==> src/rtl/ctrl_pkg.sv <==
// Shared definitions for the registered RV32 control decoder: opcode
// constants, ALU / branch / instruction-type codes, and the bundle layout
// that travels down the pipe next to each instruction word.
package ctrl_pkg;

  localparam logic [6:0] OP_R      = 7'b0110011;
  localparam logic [6:0] OP_IMM    = 7'b0010011;
  localparam logic [6:0] OP_LOAD   = 7'b0000011;
  localparam logic [6:0] OP_STORE  = 7'b0100011;
  localparam logic [6:0] OP_BRANCH = 7'b1100011;
  localparam logic [6:0] OP_JAL    = 7'b1101111;
  localparam logic [6:0] OP_JALR   = 7'b1100111;
  localparam logic [6:0] OP_LUI    = 7'b0110111;
  localparam logic [6:0] OP_AUIPC  = 7'b0010111;

  localparam logic [6:0] F7_BASE   = 7'b0000000;
  localparam logic [6:0] F7_ALT    = 7'b0100000;
  localparam logic [6:0] F7_MULDIV = 7'b0000001;

  typedef enum logic [4:0] {
    ALU_AND    = 5'd0,
    ALU_OR     = 5'd1,
    ALU_ADD    = 5'd2,
    ALU_SLL    = 5'd3,
    ALU_SUB    = 5'd4,
    ALU_SRL    = 5'd5,
    ALU_XOR    = 5'd7,
    ALU_SLT    = 5'd8,
    ALU_SRA    = 5'd9,
    ALU_SLTU   = 5'd10,
    ALU_PASSB  = 5'd11,
    ALU_MUL    = 5'd16,
    ALU_MULH   = 5'd17,
    ALU_MULHSU = 5'd18,
    ALU_MULHU  = 5'd19,
    ALU_DIV    = 5'd20,
    ALU_DIVU   = 5'd21,
    ALU_REM    = 5'd22,
    ALU_REMU   = 5'd23
  } alu_op_e;

  typedef enum logic [2:0] {
    BR_BEQ  = 3'b000,
    BR_BNE  = 3'b001,
    BR_BLT  = 3'b010,
    BR_BGE  = 3'b011,
    BR_BLTU = 3'b100,
    BR_BGEU = 3'b101
  } br_op_e;

  typedef enum logic [2:0] {
    IT_R   = 3'b000,
    IT_U   = 3'b001,
    IT_J   = 3'b010,
    IT_I   = 3'b011,
    IT_S   = 3'b100,
    IT_B   = 3'b101,
    IT_ILL = 3'b111
  } inst_type_e;

  typedef struct packed {
    alu_op_e    alu_ctrl;
    logic       shamt_en;
    br_op_e     branch_ctrl;
    logic       jump_ctrl;
    logic       reg_write;
    logic       mem_read;
    logic       mem_write;
    inst_type_e inst_type;
    logic       illegal;
  } ctrl_bundle_t;

  localparam int CTRL_BUNDLE_W = $bits(ctrl_bundle_t);

  // One pipeline slot: the word and the controls decoded from it.
  typedef struct packed {
    logic [31:0]  instr;
    ctrl_bundle_t ctrl;
  } pipe_entry_t;

  // ALU op shared by the register and immediate ALU forms, keyed by funct3.
  function automatic alu_op_e base_alu_op(input logic [2:0] funct3);
    alu_op_e op;
    case (funct3)
      3'b000:  op = ALU_ADD;
      3'b001:  op = ALU_SLL;
      3'b010:  op = ALU_SLT;
      3'b011:  op = ALU_SLTU;
      3'b100:  op = ALU_XOR;
      3'b101:  op = ALU_SRL;
      3'b110:  op = ALU_OR;
      default: op = ALU_AND;
    endcase
    return op;
  endfunction

  // Bundle for an unsupported word: every control quiet, only the flag set.
  function automatic ctrl_bundle_t illegal_bundle();
    ctrl_bundle_t b;
    b           = '0;
    b.inst_type = IT_ILL;
    b.illegal   = 1'b1;
    return b;
  endfunction

endpackage

==> src/rtl/ctrl_decode_pipe_if.sv <==
// Instruction-in / control-bundle-out handshake of the decoder.
// master: the decoder side; slave: the IFU/execute environment around it.
interface ctrl_decode_pipe_if;
  import ctrl_pkg::*;

  logic        in_valid;
  logic        in_ready;
  logic [31:0] in_instr;

  logic        out_valid;
  logic        out_ready;
  logic [31:0] out_instr;
  alu_op_e     alu_ctrl;
  logic        shamt_en;
  br_op_e      branch_ctrl;
  logic        jump_ctrl;
  logic        reg_write;
  logic        mem_read;
  logic        mem_write;
  inst_type_e  inst_type;
  logic        illegal;

  modport master (
    input  in_valid, in_instr, out_ready,
    output in_ready, out_valid, out_instr, alu_ctrl, shamt_en, branch_ctrl,
           jump_ctrl, reg_write, mem_read, mem_write, inst_type, illegal
  );

  modport slave (
    output in_valid, in_instr, out_ready,
    input  in_ready, out_valid, out_instr, alu_ctrl, shamt_en, branch_ctrl,
           jump_ctrl, reg_write, mem_read, mem_write, inst_type, illegal
  );

endinterface

==> src/rtl/ctrl_decode_comb.sv <==
// Purely combinational RV32I(+M) control decoder: opcode/funct3/funct7 in,
// control bundle out. Anything not explicitly recognised is flagged illegal.
module ctrl_decode_comb
  import ctrl_pkg::*;
#(
  parameter bit EN_MULDIV = 1'b1
) (
  input  logic [6:0]   opcode_i,
  input  logic [2:0]   funct3_i,
  input  logic [6:0]   funct7_i,
  output ctrl_bundle_t bundle_o
);

  logic legal;

  // Decode one word; an unrecognised encoding collapses to the illegal bundle.
  always_comb begin
    // NOTE: every output gets a default before the case so no path can infer a latch.
    bundle_o = '0;
    legal    = 1'b0;

    case (opcode_i)
      OP_R: begin
        bundle_o.inst_type = IT_R;
        bundle_o.reg_write = 1'b1;
        if (funct7_i == F7_BASE) begin
          legal             = 1'b1;
          bundle_o.alu_ctrl = base_alu_op(funct3_i);
        end else if (funct7_i == F7_ALT) begin
          legal             = (funct3_i == 3'b000) || (funct3_i == 3'b101);
          bundle_o.alu_ctrl = (funct3_i == 3'b000) ? ALU_SUB : ALU_SRA;
        end else if (EN_MULDIV && (funct7_i == F7_MULDIV)) begin
          // RV32M codes are laid out as MUL + funct3.
          legal             = 1'b1;
          bundle_o.alu_ctrl = alu_op_e'({2'b10, funct3_i});
        end
      end

      OP_IMM: begin
        bundle_o.inst_type = IT_I;
        bundle_o.reg_write = 1'b1;
        bundle_o.alu_ctrl  = base_alu_op(funct3_i);
        case (funct3_i)
          3'b001: begin
            bundle_o.shamt_en = 1'b1;
            legal             = (funct7_i == F7_BASE);
          end
          3'b101: begin
            bundle_o.shamt_en = 1'b1;
            legal             = (funct7_i == F7_BASE) || (funct7_i == F7_ALT);
            if (funct7_i == F7_ALT) bundle_o.alu_ctrl = ALU_SRA;
          end
          default: legal = 1'b1;
        endcase
      end

      OP_LOAD: begin
        bundle_o.inst_type = IT_I;
        bundle_o.alu_ctrl  = ALU_ADD;
        bundle_o.mem_read  = 1'b1;
        bundle_o.reg_write = 1'b1;
        legal = funct3_i inside {3'b000, 3'b001, 3'b010, 3'b100, 3'b101};
      end

      OP_STORE: begin
        bundle_o.inst_type = IT_S;
        bundle_o.alu_ctrl  = ALU_ADD;
        bundle_o.mem_write = 1'b1;
        legal = (funct3_i <= 3'b010);
      end

      OP_BRANCH: begin
        bundle_o.inst_type = IT_B;
        bundle_o.alu_ctrl  = ALU_SUB;
        legal              = 1'b1;
        case (funct3_i)
          3'b000:  bundle_o.branch_ctrl = BR_BEQ;
          3'b001:  bundle_o.branch_ctrl = BR_BNE;
          3'b100:  bundle_o.branch_ctrl = BR_BLT;
          3'b101:  bundle_o.branch_ctrl = BR_BGE;
          3'b110:  bundle_o.branch_ctrl = BR_BLTU;
          3'b111:  bundle_o.branch_ctrl = BR_BGEU;
          default: legal = 1'b0;
        endcase
      end

      OP_JAL: begin
        bundle_o.inst_type = IT_J;
        bundle_o.jump_ctrl = 1'b1;
        bundle_o.reg_write = 1'b1;
        legal              = 1'b1;
      end

      OP_JALR: begin
        bundle_o.inst_type = IT_I;
        bundle_o.alu_ctrl  = ALU_ADD;
        bundle_o.jump_ctrl = 1'b1;
        bundle_o.reg_write = 1'b1;
        legal              = (funct3_i == 3'b000);
      end

      OP_LUI: begin
        bundle_o.inst_type = IT_U;
        bundle_o.alu_ctrl  = ALU_PASSB;
        bundle_o.reg_write = 1'b1;
        legal              = 1'b1;
      end

      OP_AUIPC: begin
        bundle_o.inst_type = IT_U;
        bundle_o.alu_ctrl  = ALU_ADD;
        bundle_o.reg_write = 1'b1;
        legal              = 1'b1;
      end

      default: legal = 1'b0;
    endcase

    if (!legal) bundle_o = illegal_bundle();
  end

endmodule

==> src/rtl/ctrl_decode_pipe.sv <==
// Registered control decoder. Decodes on the input side, holds the result in
// an output register and (optionally) one skid entry, counts illegal words
// on acceptance, and supports a flush that empties every stage.
module ctrl_decode_pipe
  import ctrl_pkg::*;
#(
  parameter bit EN_MULDIV = 1'b1,
  parameter bit SKID      = 1'b1,
  parameter int ILL_CNT_W = 8
) (
  input  logic                 clk,
  input  logic                 rst_n,
  input  logic                 flush,
  ctrl_decode_pipe_if.master   bus,
  output logic [ILL_CNT_W-1:0] ill_count
);

  ctrl_bundle_t         dec_bundle;
  pipe_entry_t          in_entry;
  pipe_entry_t          out_q, out_d;
  pipe_entry_t          skid_q, skid_d;
  logic                 out_valid_q, out_valid_d;
  logic                 skid_valid_q, skid_valid_d;
  logic [ILL_CNT_W-1:0] ill_count_q, ill_count_d;
  logic                 in_ready;
  logic                 accept;
  logic                 drain;

  ctrl_decode_comb #(
    .EN_MULDIV (EN_MULDIV)
  ) u_decode (
    .opcode_i (bus.in_instr[6:0]),
    .funct3_i (bus.in_instr[14:12]),
    .funct7_i (bus.in_instr[31:25]),
    .bundle_o (dec_bundle)
  );

  // Handshake: with a skid entry in_ready depends only on a flop; without one
  // the single stage can accept whenever it is empty or draining.
  always_comb begin
    in_ready       = SKID ? !skid_valid_q : (!out_valid_q || bus.out_ready);
    accept         = bus.in_valid && in_ready && !flush;
    drain          = out_valid_q && bus.out_ready;
    in_entry.instr = bus.in_instr;
    in_entry.ctrl  = dec_bundle;
  end

  // Pipe occupancy: flush wins, then drain refills from skid or input, then
  // a stalled output diverts a new word into the skid entry. Emptied slots
  // are cleared so idle outputs read as zero.
  always_comb begin
    out_valid_d  = out_valid_q;
    out_d        = out_q;
    skid_valid_d = skid_valid_q;
    skid_d       = skid_q;

    if (flush) begin
      out_valid_d  = 1'b0;
      out_d        = '0;
      skid_valid_d = 1'b0;
      skid_d       = '0;
    end else if (drain) begin
      if (skid_valid_q) begin
        // A full skid holds in_ready low, so nothing new arrives this cycle.
        out_d        = skid_q;
        skid_valid_d = 1'b0;
        skid_d       = '0;
      end else if (accept) begin
        out_d = in_entry;
      end else begin
        out_valid_d = 1'b0;
        out_d       = '0;
      end
    end else if (accept) begin
      if (!out_valid_q) begin
        out_valid_d = 1'b1;
        out_d       = in_entry;
      end else begin
        // Only reachable with SKID: without it, accept while full implies drain.
        skid_valid_d = 1'b1;
        skid_d       = in_entry;
      end
    end
  end

  // Saturating count of illegal words taken in; flush does not clear it.
  always_comb begin
    ill_count_d = ill_count_q;
    if (accept && dec_bundle.illegal && (ill_count_q != '1)) begin
      ill_count_d = ill_count_q + ILL_CNT_W'(1);
    end
  end

  // State registers.
  always_ff @(posedge clk or negedge rst_n) begin
    // NOTE: the entry registers are reset too; they are small and this keeps every output defined out of reset.
    if (!rst_n) begin
      out_valid_q  <= 1'b0;
      out_q        <= '0;
      skid_valid_q <= 1'b0;
      skid_q       <= '0;
      ill_count_q  <= '0;
    end else begin
      // NOTE: non-blocking assignments so every flop samples the pre-edge values.
      out_valid_q  <= out_valid_d;
      out_q        <= out_d;
      skid_valid_q <= skid_valid_d;
      skid_q       <= skid_d;
      ill_count_q  <= ill_count_d;
    end
  end

  assign bus.in_ready    = in_ready;
  assign bus.out_valid   = out_valid_q;
  assign bus.out_instr   = out_q.instr;
  assign bus.alu_ctrl    = out_q.ctrl.alu_ctrl;
  assign bus.shamt_en    = out_q.ctrl.shamt_en;
  assign bus.branch_ctrl = out_q.ctrl.branch_ctrl;
  assign bus.jump_ctrl   = out_q.ctrl.jump_ctrl;
  assign bus.reg_write   = out_q.ctrl.reg_write;
  assign bus.mem_read    = out_q.ctrl.mem_read;
  assign bus.mem_write   = out_q.ctrl.mem_write;
  assign bus.inst_type   = out_q.ctrl.inst_type;
  assign bus.illegal     = out_q.ctrl.illegal;
  assign ill_count       = ill_count_q;

endmodule
==> src/flat_wrapper.sv <==
// flat-port wrapper written by rule: the top's interface ports become plain ports
module ctrl_decode_pipe_flat import ctrl_pkg::*;
#(
  parameter bit EN_MULDIV = 1'b1,
  parameter bit SKID      = 1'b1,
  parameter int ILL_CNT_W = 8
)
  (clk, rst_n, flush, ill_count, bus_in_valid, bus_in_instr, bus_out_ready, bus_in_ready, bus_out_valid, bus_out_instr, bus_alu_ctrl, bus_shamt_en, bus_branch_ctrl, bus_jump_ctrl, bus_reg_write, bus_mem_read, bus_mem_write, bus_inst_type, bus_illegal);
  ctrl_decode_pipe_if bus_i ();
  input  logic clk;
  input  logic rst_n;
  input  logic flush;
  output logic [ILL_CNT_W-1:0] ill_count;
  input wire logic [$bits(bus_i.in_valid)-1:0] bus_in_valid;
  input wire logic [$bits(bus_i.in_instr)-1:0] bus_in_instr;
  input wire logic [$bits(bus_i.out_ready)-1:0] bus_out_ready;
  output wire logic [$bits(bus_i.in_ready)-1:0] bus_in_ready;
  output wire logic [$bits(bus_i.out_valid)-1:0] bus_out_valid;
  output wire logic [$bits(bus_i.out_instr)-1:0] bus_out_instr;
  output wire logic [$bits(bus_i.alu_ctrl)-1:0] bus_alu_ctrl;
  output wire logic [$bits(bus_i.shamt_en)-1:0] bus_shamt_en;
  output wire logic [$bits(bus_i.branch_ctrl)-1:0] bus_branch_ctrl;
  output wire logic [$bits(bus_i.jump_ctrl)-1:0] bus_jump_ctrl;
  output wire logic [$bits(bus_i.reg_write)-1:0] bus_reg_write;
  output wire logic [$bits(bus_i.mem_read)-1:0] bus_mem_read;
  output wire logic [$bits(bus_i.mem_write)-1:0] bus_mem_write;
  output wire logic [$bits(bus_i.inst_type)-1:0] bus_inst_type;
  output wire logic [$bits(bus_i.illegal)-1:0] bus_illegal;
  assign bus_i.in_valid = bus_in_valid;
  assign bus_i.in_instr = bus_in_instr;
  assign bus_i.out_ready = bus_out_ready;
  assign bus_in_ready = bus_i.in_ready;
  assign bus_out_valid = bus_i.out_valid;
  assign bus_out_instr = bus_i.out_instr;
  assign bus_alu_ctrl = bus_i.alu_ctrl;
  assign bus_shamt_en = bus_i.shamt_en;
  assign bus_branch_ctrl = bus_i.branch_ctrl;
  assign bus_jump_ctrl = bus_i.jump_ctrl;
  assign bus_reg_write = bus_i.reg_write;
  assign bus_mem_read = bus_i.mem_read;
  assign bus_mem_write = bus_i.mem_write;
  assign bus_inst_type = bus_i.inst_type;
  assign bus_illegal = bus_i.illegal;
  ctrl_decode_pipe #(.EN_MULDIV(EN_MULDIV), .SKID(SKID), .ILL_CNT_W(ILL_CNT_W)) u_core (.clk(clk), .rst_n(rst_n), .flush(flush), .bus(bus_i), .ill_count(ill_count));
endmodule
==> config.mk <==
export PLATFORM = sky130hd
export DESIGN_NAME = ctrl_decode_pipe_flat
export DESIGN_NICKNAME = d
export VERILOG_FILES = /design/src/rtl/ctrl_pkg.sv /design/src/rtl/ctrl_decode_pipe_if.sv /design/src/rtl/ctrl_decode_comb.sv /design/src/rtl/ctrl_decode_pipe.sv /design/src/flat_wrapper.sv
export SDC_FILE = /design/constraint.sdc
export NUM_CORES = 1
export LEC_CHECK = 0
export BUFFER_PORTS_ARGS = -buffer_cell sky130_fd_sc_hd__buf_2
export CAP_MARGIN = 15
export CORE_ASPECT_RATIO = 0.5
export CORE_MARGIN = 3
export CORE_UTILIZATION = 45
export DETAILED_ROUTE_END_ITERATION = 16
export PLACE_DENSITY_LB_ADDON = 0.1
export SLEW_MARGIN = 40
export SYNTH_ARGS = -nofsm -noshare
export SYNTH_HDL_FRONTEND = slang
export SYNTH_HIERARCHICAL = 1
export SYNTH_SLANG_ARGS = --single-unit
==> constraint.sdc <==
create_clock -name clk -period 1.8 [get_ports clk]
set_input_delay 0.36 -clock clk [delete_from_list [all_inputs] [get_ports clk]]
set_output_delay 0.36 -clock clk [all_outputs]
set_load 0.02 [all_outputs]
## After elaboration in Yosys (flattened, before gate mapping)

Cells that the tools add are included.

- Memories kept: 0
- Output and inout bits: 59
- Bits in latches: 0
- Logic and storage cells: 118
- Bits of input ports: 37
- Bits in writable memories: 0
- Flip-flop bits (word level): 108
- ROM bits: 0

- Add/sub/neg operators: 1
- Multiply operators: 0
- Reduce and logical (&&, ||, !) cells: 26
- Magnitude comparators: 1
- Bitwise operators: 0
- Mux-type cells: 44
- Divide/modulo/power cells: 0
- Shift-type cells: 0
- Eq/ne operators: 23

Operator list:

| operator | number |
|---|---|
| two-way mux 49 bit | 11 |
| one-hot mux 3 bit (5 select lines) | 2 |
| == test 7 x 6 -> 1 bit (second input constant) | 4 |
| one-hot mux 4 bit (7 select lines) | 1 |
| two-way mux 5 bit | 5 |
| one-hot mux 5 bit (5 select lines) | 1 |
| == test 7 bit (second input constant) | 3 |
| two-way mux 1 bit | 19 |
| two-way mux 17 bit | 1 |
| == test 7 x 5 -> 1 bit (second input constant) | 2 |
| == test 3 bit (second input constant) | 4 |
| inequality test 3 bit (second input constant) | 3 |
| adder 8 x 1 -> 8 bit (second input constant) | 1 |
| inequality test 8 bit (second input constant) | 1 |
| == test 7 x 1 -> 1 bit (second input constant) | 1 |
| == test 7 x 2 -> 1 bit (second input constant) | 1 |
| logical NOT 7 bit | 1 |
| one-hot mux 1 bit (7 select lines) | 1 |
| OR reduction 7 bit | 1 |
| == test 3 x 2 -> 1 bit (second input constant) | 2 |
| AND reduction 3 bit | 2 |
| nonzero test 3 bit | 2 |
| OR reduction 2 bit | 3 |
| OR reduction 3 bit | 2 |
| other kinds (14) | 21 |

## Depth between registers and ports, before layout

- Depth in word-level cells: 10
- Gate-level depth with buffers: 11

## Modules after synthesis

Netlist, hierarchy kept.

By module, submodules not included:

| module | times used | cells each | seq. area each (um^2) | area each (um^2) |
|---|---|---|---|---|
| ctrl_decode_pipe | 1 | 544 | 2702.6 | 5171.2 |
| ctrl_decode_comb | 1 | 99 | 0.0 | 580.6 |

## Worst setup path before layout

No wires, ideal clock.

- Path type: input-to-reg
- Start: input bus_in_instr[2]
- End: register u_core.out_q, in the netlist u_core/bus.inst_type[0]
- Required time: 1.673 ns
- Library setup time: 0.127 ns
- Path buffers: 2
- Arrival: 2.210 ns
- Cell stages on the path: 10
- Path slack: -0.537 ns
- Path through: or3_4 > or2_0 > buf_2 > o31a_1 > buf_6 > a41o_2 > nand2b_1 > o21ai_0 > a221oi_1 > nor2_1

RTL lines:

| what | line | source |
|---|---|---|
| from (decl) | flat_wrapper.sv:15 | `input wire logic [$bits(bus_i.in_instr)-1:0] bus_in_instr;` |
| to (signal assigned) | ctrl_decode_pipe.sv:106 | `out_q <= out_d;` |
| to (decl) | ctrl_decode_pipe.sv:20 | `pipe_entry_t out_q, out_d;` |

==> impl_results.md <==
* CP required at 2.08 ns
* Max cap viols at 0
* Fin crit period at 2.09 ns
* Compound-cell area share of the yosys netlist at 0.242
* Nets at 838
* Post-synth EDFFs at 0
* Final period utilization at 1.16
* Critical Path End Type: flop
* Launch point of the worst reg-to-reg path: u_core/skid_valid_q
* Largest family of logic cells by synthesized area: compound AO/OA/AOI/OAI gates
* Die H at 85.9 um
* Hold_sp: bus_in_instr[23]
* Starting density of the core at 0.473
* Multi-input logic area at 3010 sq um
* Remaining Overflow, GRT at 0
* Final hold slack at 0.262 ns
* Max VDD drop at 0.000702 V
* WP data arrival at 2.37 ns
* Vias in the first global route at 5398
* Worst Hold Class: input pin to flop
* Layout area overhead at 35.8%
* TritonCTS Sinks at 108
* Post-Synthesis Cells at 643
* Clk root buf: clkbuf_16
* Critical path peak fanout at 5
* Synth async-reset ratio at 1.00
* Mapped Area at 5750 sq um
* DP HPWL at 11500 um
* Multiplexer share of the synthesized area at 0.00848
* Adder-Cell Fraction of Synth Area at 0.00218
* Leakage dissipation at 0.00363 uW
* Clock transition at path regs at 0.08 ns
* Synth Area in Simple Gates at 0.210
* Clock buffer depth at 2
* XOR/XNOR share of the synthesized area at 0.00609
* Commonest cells after routing, fill and taps aside: 107 x dfrtp_1, 85 x buf_2, 82 x buf_4, 74 x nor2_1, 61 x nand2_1
* Largest net degree at the start of global routing at 58
* Global-route wire length before repair at 28900 um
* CTS HTree Levels at 3
* PortBufs at 95
* Clock Skews at 0.00623 ns
* Pwr Total at 6250 uW
* Fin worst setup slack at -0.292 ns
* Seq/Total Area, Yosys at 0.470
* Post-DRT Antenna Nets at 0
* Post-Syn Nets at 681
* First-pass DRT Iterations at 5
* CP Launch Point: bus_in_instr[6]
* Clk Latency, worst-skew pair at 0.35 ns
* Ys flop type: dfrtp_1
* Drt total wl at 17700 um
* Dpl cells at 941
* #FFs+latches synth at 108
* Power per Cell Area at 800 nW/um^2
* Rel. slew slack at 0.657
* Overall die area at 14300 sq um
* Setup violators final at 21
* Antenna diodes at 0
* Average wire per standard cell at 18.2 um
* Syn_area_per_cell at 8.95 sq um
* Yosys cell types at 54
* Placed inst area at 7000 sq um
* Initial antenna violation count at 0
* Fill cells at 1041
* Via Count at 5568
* Max Slew Vio Count at 0
* Max frequency at 478 MHz
* GRT Total Usage at 0.250
* CP Launch Type: input pin
* Vias/cell at 5.74
* DRC viols at 0
* Die X at 166 um
* Most common cell after layout, fill and taps aside: dfrtp_1
* Finished Layout Cells at 970
* Fin area at 7810 sq um
* TritonCTS Buffers at 9
* Util after Layout at 0.643
* Worst Setup Path Type: input pin to flop
* CTS tree: done
* Register area at 2700 sq um
* Failing checks: negative setup slack
* DR iter-0 viols at 497
* Outcome: finished with violations
* Core ar. at 12200 sq um
* Row cnt at 28
* Warnings from Yosys at 6
* I/O pin count at 96
* Layout cell share with drive strength beyond 1 at 0.340
* Transition time of the tightest slew-check pin at 0.514 ns
* Final Wtd Congestion at 0.871
* Final Hold Fails at 0
* RSZ-0062 raised after global routing: true
==> report_power, final <==
part           internal [uW]  switching (uW)  total (uW)  leakage, uW
clock network           1010             960        1970     0.000146
logic                    602             887        1490      0.00206
registers               2620             174        2790      0.00143
==> kinds of logic (layout without fill, tap and decap cells) <==
kind of cell,Yosys count,count (layout)
xor gates and xnor gates,4,4
and+or+nand+nor,245,245
muxes,4,4
adders and majority gates,1,1
buffers and inverters,77,239
DFF,108,108
AOI/OAI and AO/OA,204,204
==> layout make-up <==
| class | instances | share of cell area |
|---|---|---|
| multi-input combinational | 458 | 0.386 |
| sequential | 108 | 0.346 |
| timing repair buffer | 202 | 0.194 |
| clock buffer | 10 | 0.0306 |
| tap | 165 | 0.0264 |
| inverter | 21 | 0.0101 |
| clock inverter | 6 | 0.00705 |
==> cell usage after synthesis, types with 2 or more instances <==
library cell	count	area [sq um]
a22o_1	49	429
mux2_2	3	33.8
o21ai_1	4	20.0
a21oi_1	30	150
buf_6	3	33.8
clkbuf_1	24	90.1
nand3_1	7	35.0
nand2b_1	38	238
nor2b_1	7	43.8
nor4_1	4	25.0
a221oi_1	33	289
and4b_1	2	20.0
nand2_1	62	233
nor3_1	8	40.0
nor2_1	76	285
inv_1	21	78.8
and2_1	2	12.5
a21oi_2	2	17.5
a2111oi_0	2	17.5
o21ai_0	69	345
xnor2_1	3	26.3
nand4_1	18	113
o21bai_1	2	15.0
buf_4	4	30.0
buf_2	24	120
a31oi_1	3	18.8
and3_1	9	56.3
dfrtp_1	108	2700
==> through the flow <==
stage / TNS (ns) / worst slack [ns]
3_3_place_gp: -14.74 / -0.639
6_report: -3.34 / -0.292
4_1_cts: -2.11 / -0.226
3_5_place_dp: -16.36 / -0.702
5_1_grt: -4.94 / -0.373
2_1_floorplan: -6.65 / -0.459
==> flip-flops by register name (all words and copies together), names as in the netlist <==
register	count
u_core/bus.mem_read	1
u_core/bus.inst_type	3
u_core/bus.alu_ctrl	5
u_core/bus.shamt_en	1
u_core/skid_q	49
u_core/bus.branch_ctrl	3
u_core/bus.reg_write	1
u_core/bus.out_instr	32
u_core/bus.jump_ctrl	1
u_core/ill_count	8
u_core/bus.out_valid	1
u_core/skid_valid_q	1
u_core/bus.illegal	1
u_core/bus.mem_write	1
==> worst max-delay path: stages <==
cell	delay [ns]
buf_6	0.10
or3_4	0.40
or2_1	0.24
o31a_1	0.35
buf_6	0.16
buf_6	0.11
nor4_4	0.24
nand2b_1	0.10
o21ai_2	0.15
a221oi_2	0.07
nor2_1	0.09
==> path summary, 6_finish.rpt <==
check | end | slack [ns] | cells after the start
min in group asynchronous | u_core/bus.out_instr[21] | 0.40 | 2
worst min register to register | u_core/bus.out_instr[24] | 0.48 | 2
worst max-delay path | u_core/bus.shamt_en | -0.29 | 11
worst max register to register | u_core/bus.out_instr[12] | 0.09 | 5
max in group asynchronous | u_core/skid_q[23] | 0.80 | 3
worst min-delay path | u_core/skid_q[40] | 0.26 | 2
==> metal layers <==
layer  routed length (um)  vias up  global-route usage  share of wire
met5                    0        -                   0              0
met4                  184        0              0.0521          0.010
met3                 1100       13              0.0557          0.062
met2                 7750      180               0.391           0.44
met1                 8630     2743               0.361           0.49
li1                     -     2632                   -              -
==> timing repair <==
action | CTS | global route
hold endpoints to repair | 12 | 0
gates cloned | 0 | 1
resized for setup | 40 | 60
setup buffers | 4 | 8
hold buffers | 1 | 0
endpoints found under the setup margin | 27 | 29
pin swaps | 5 | 25
(Power assumes the default switching activity.)
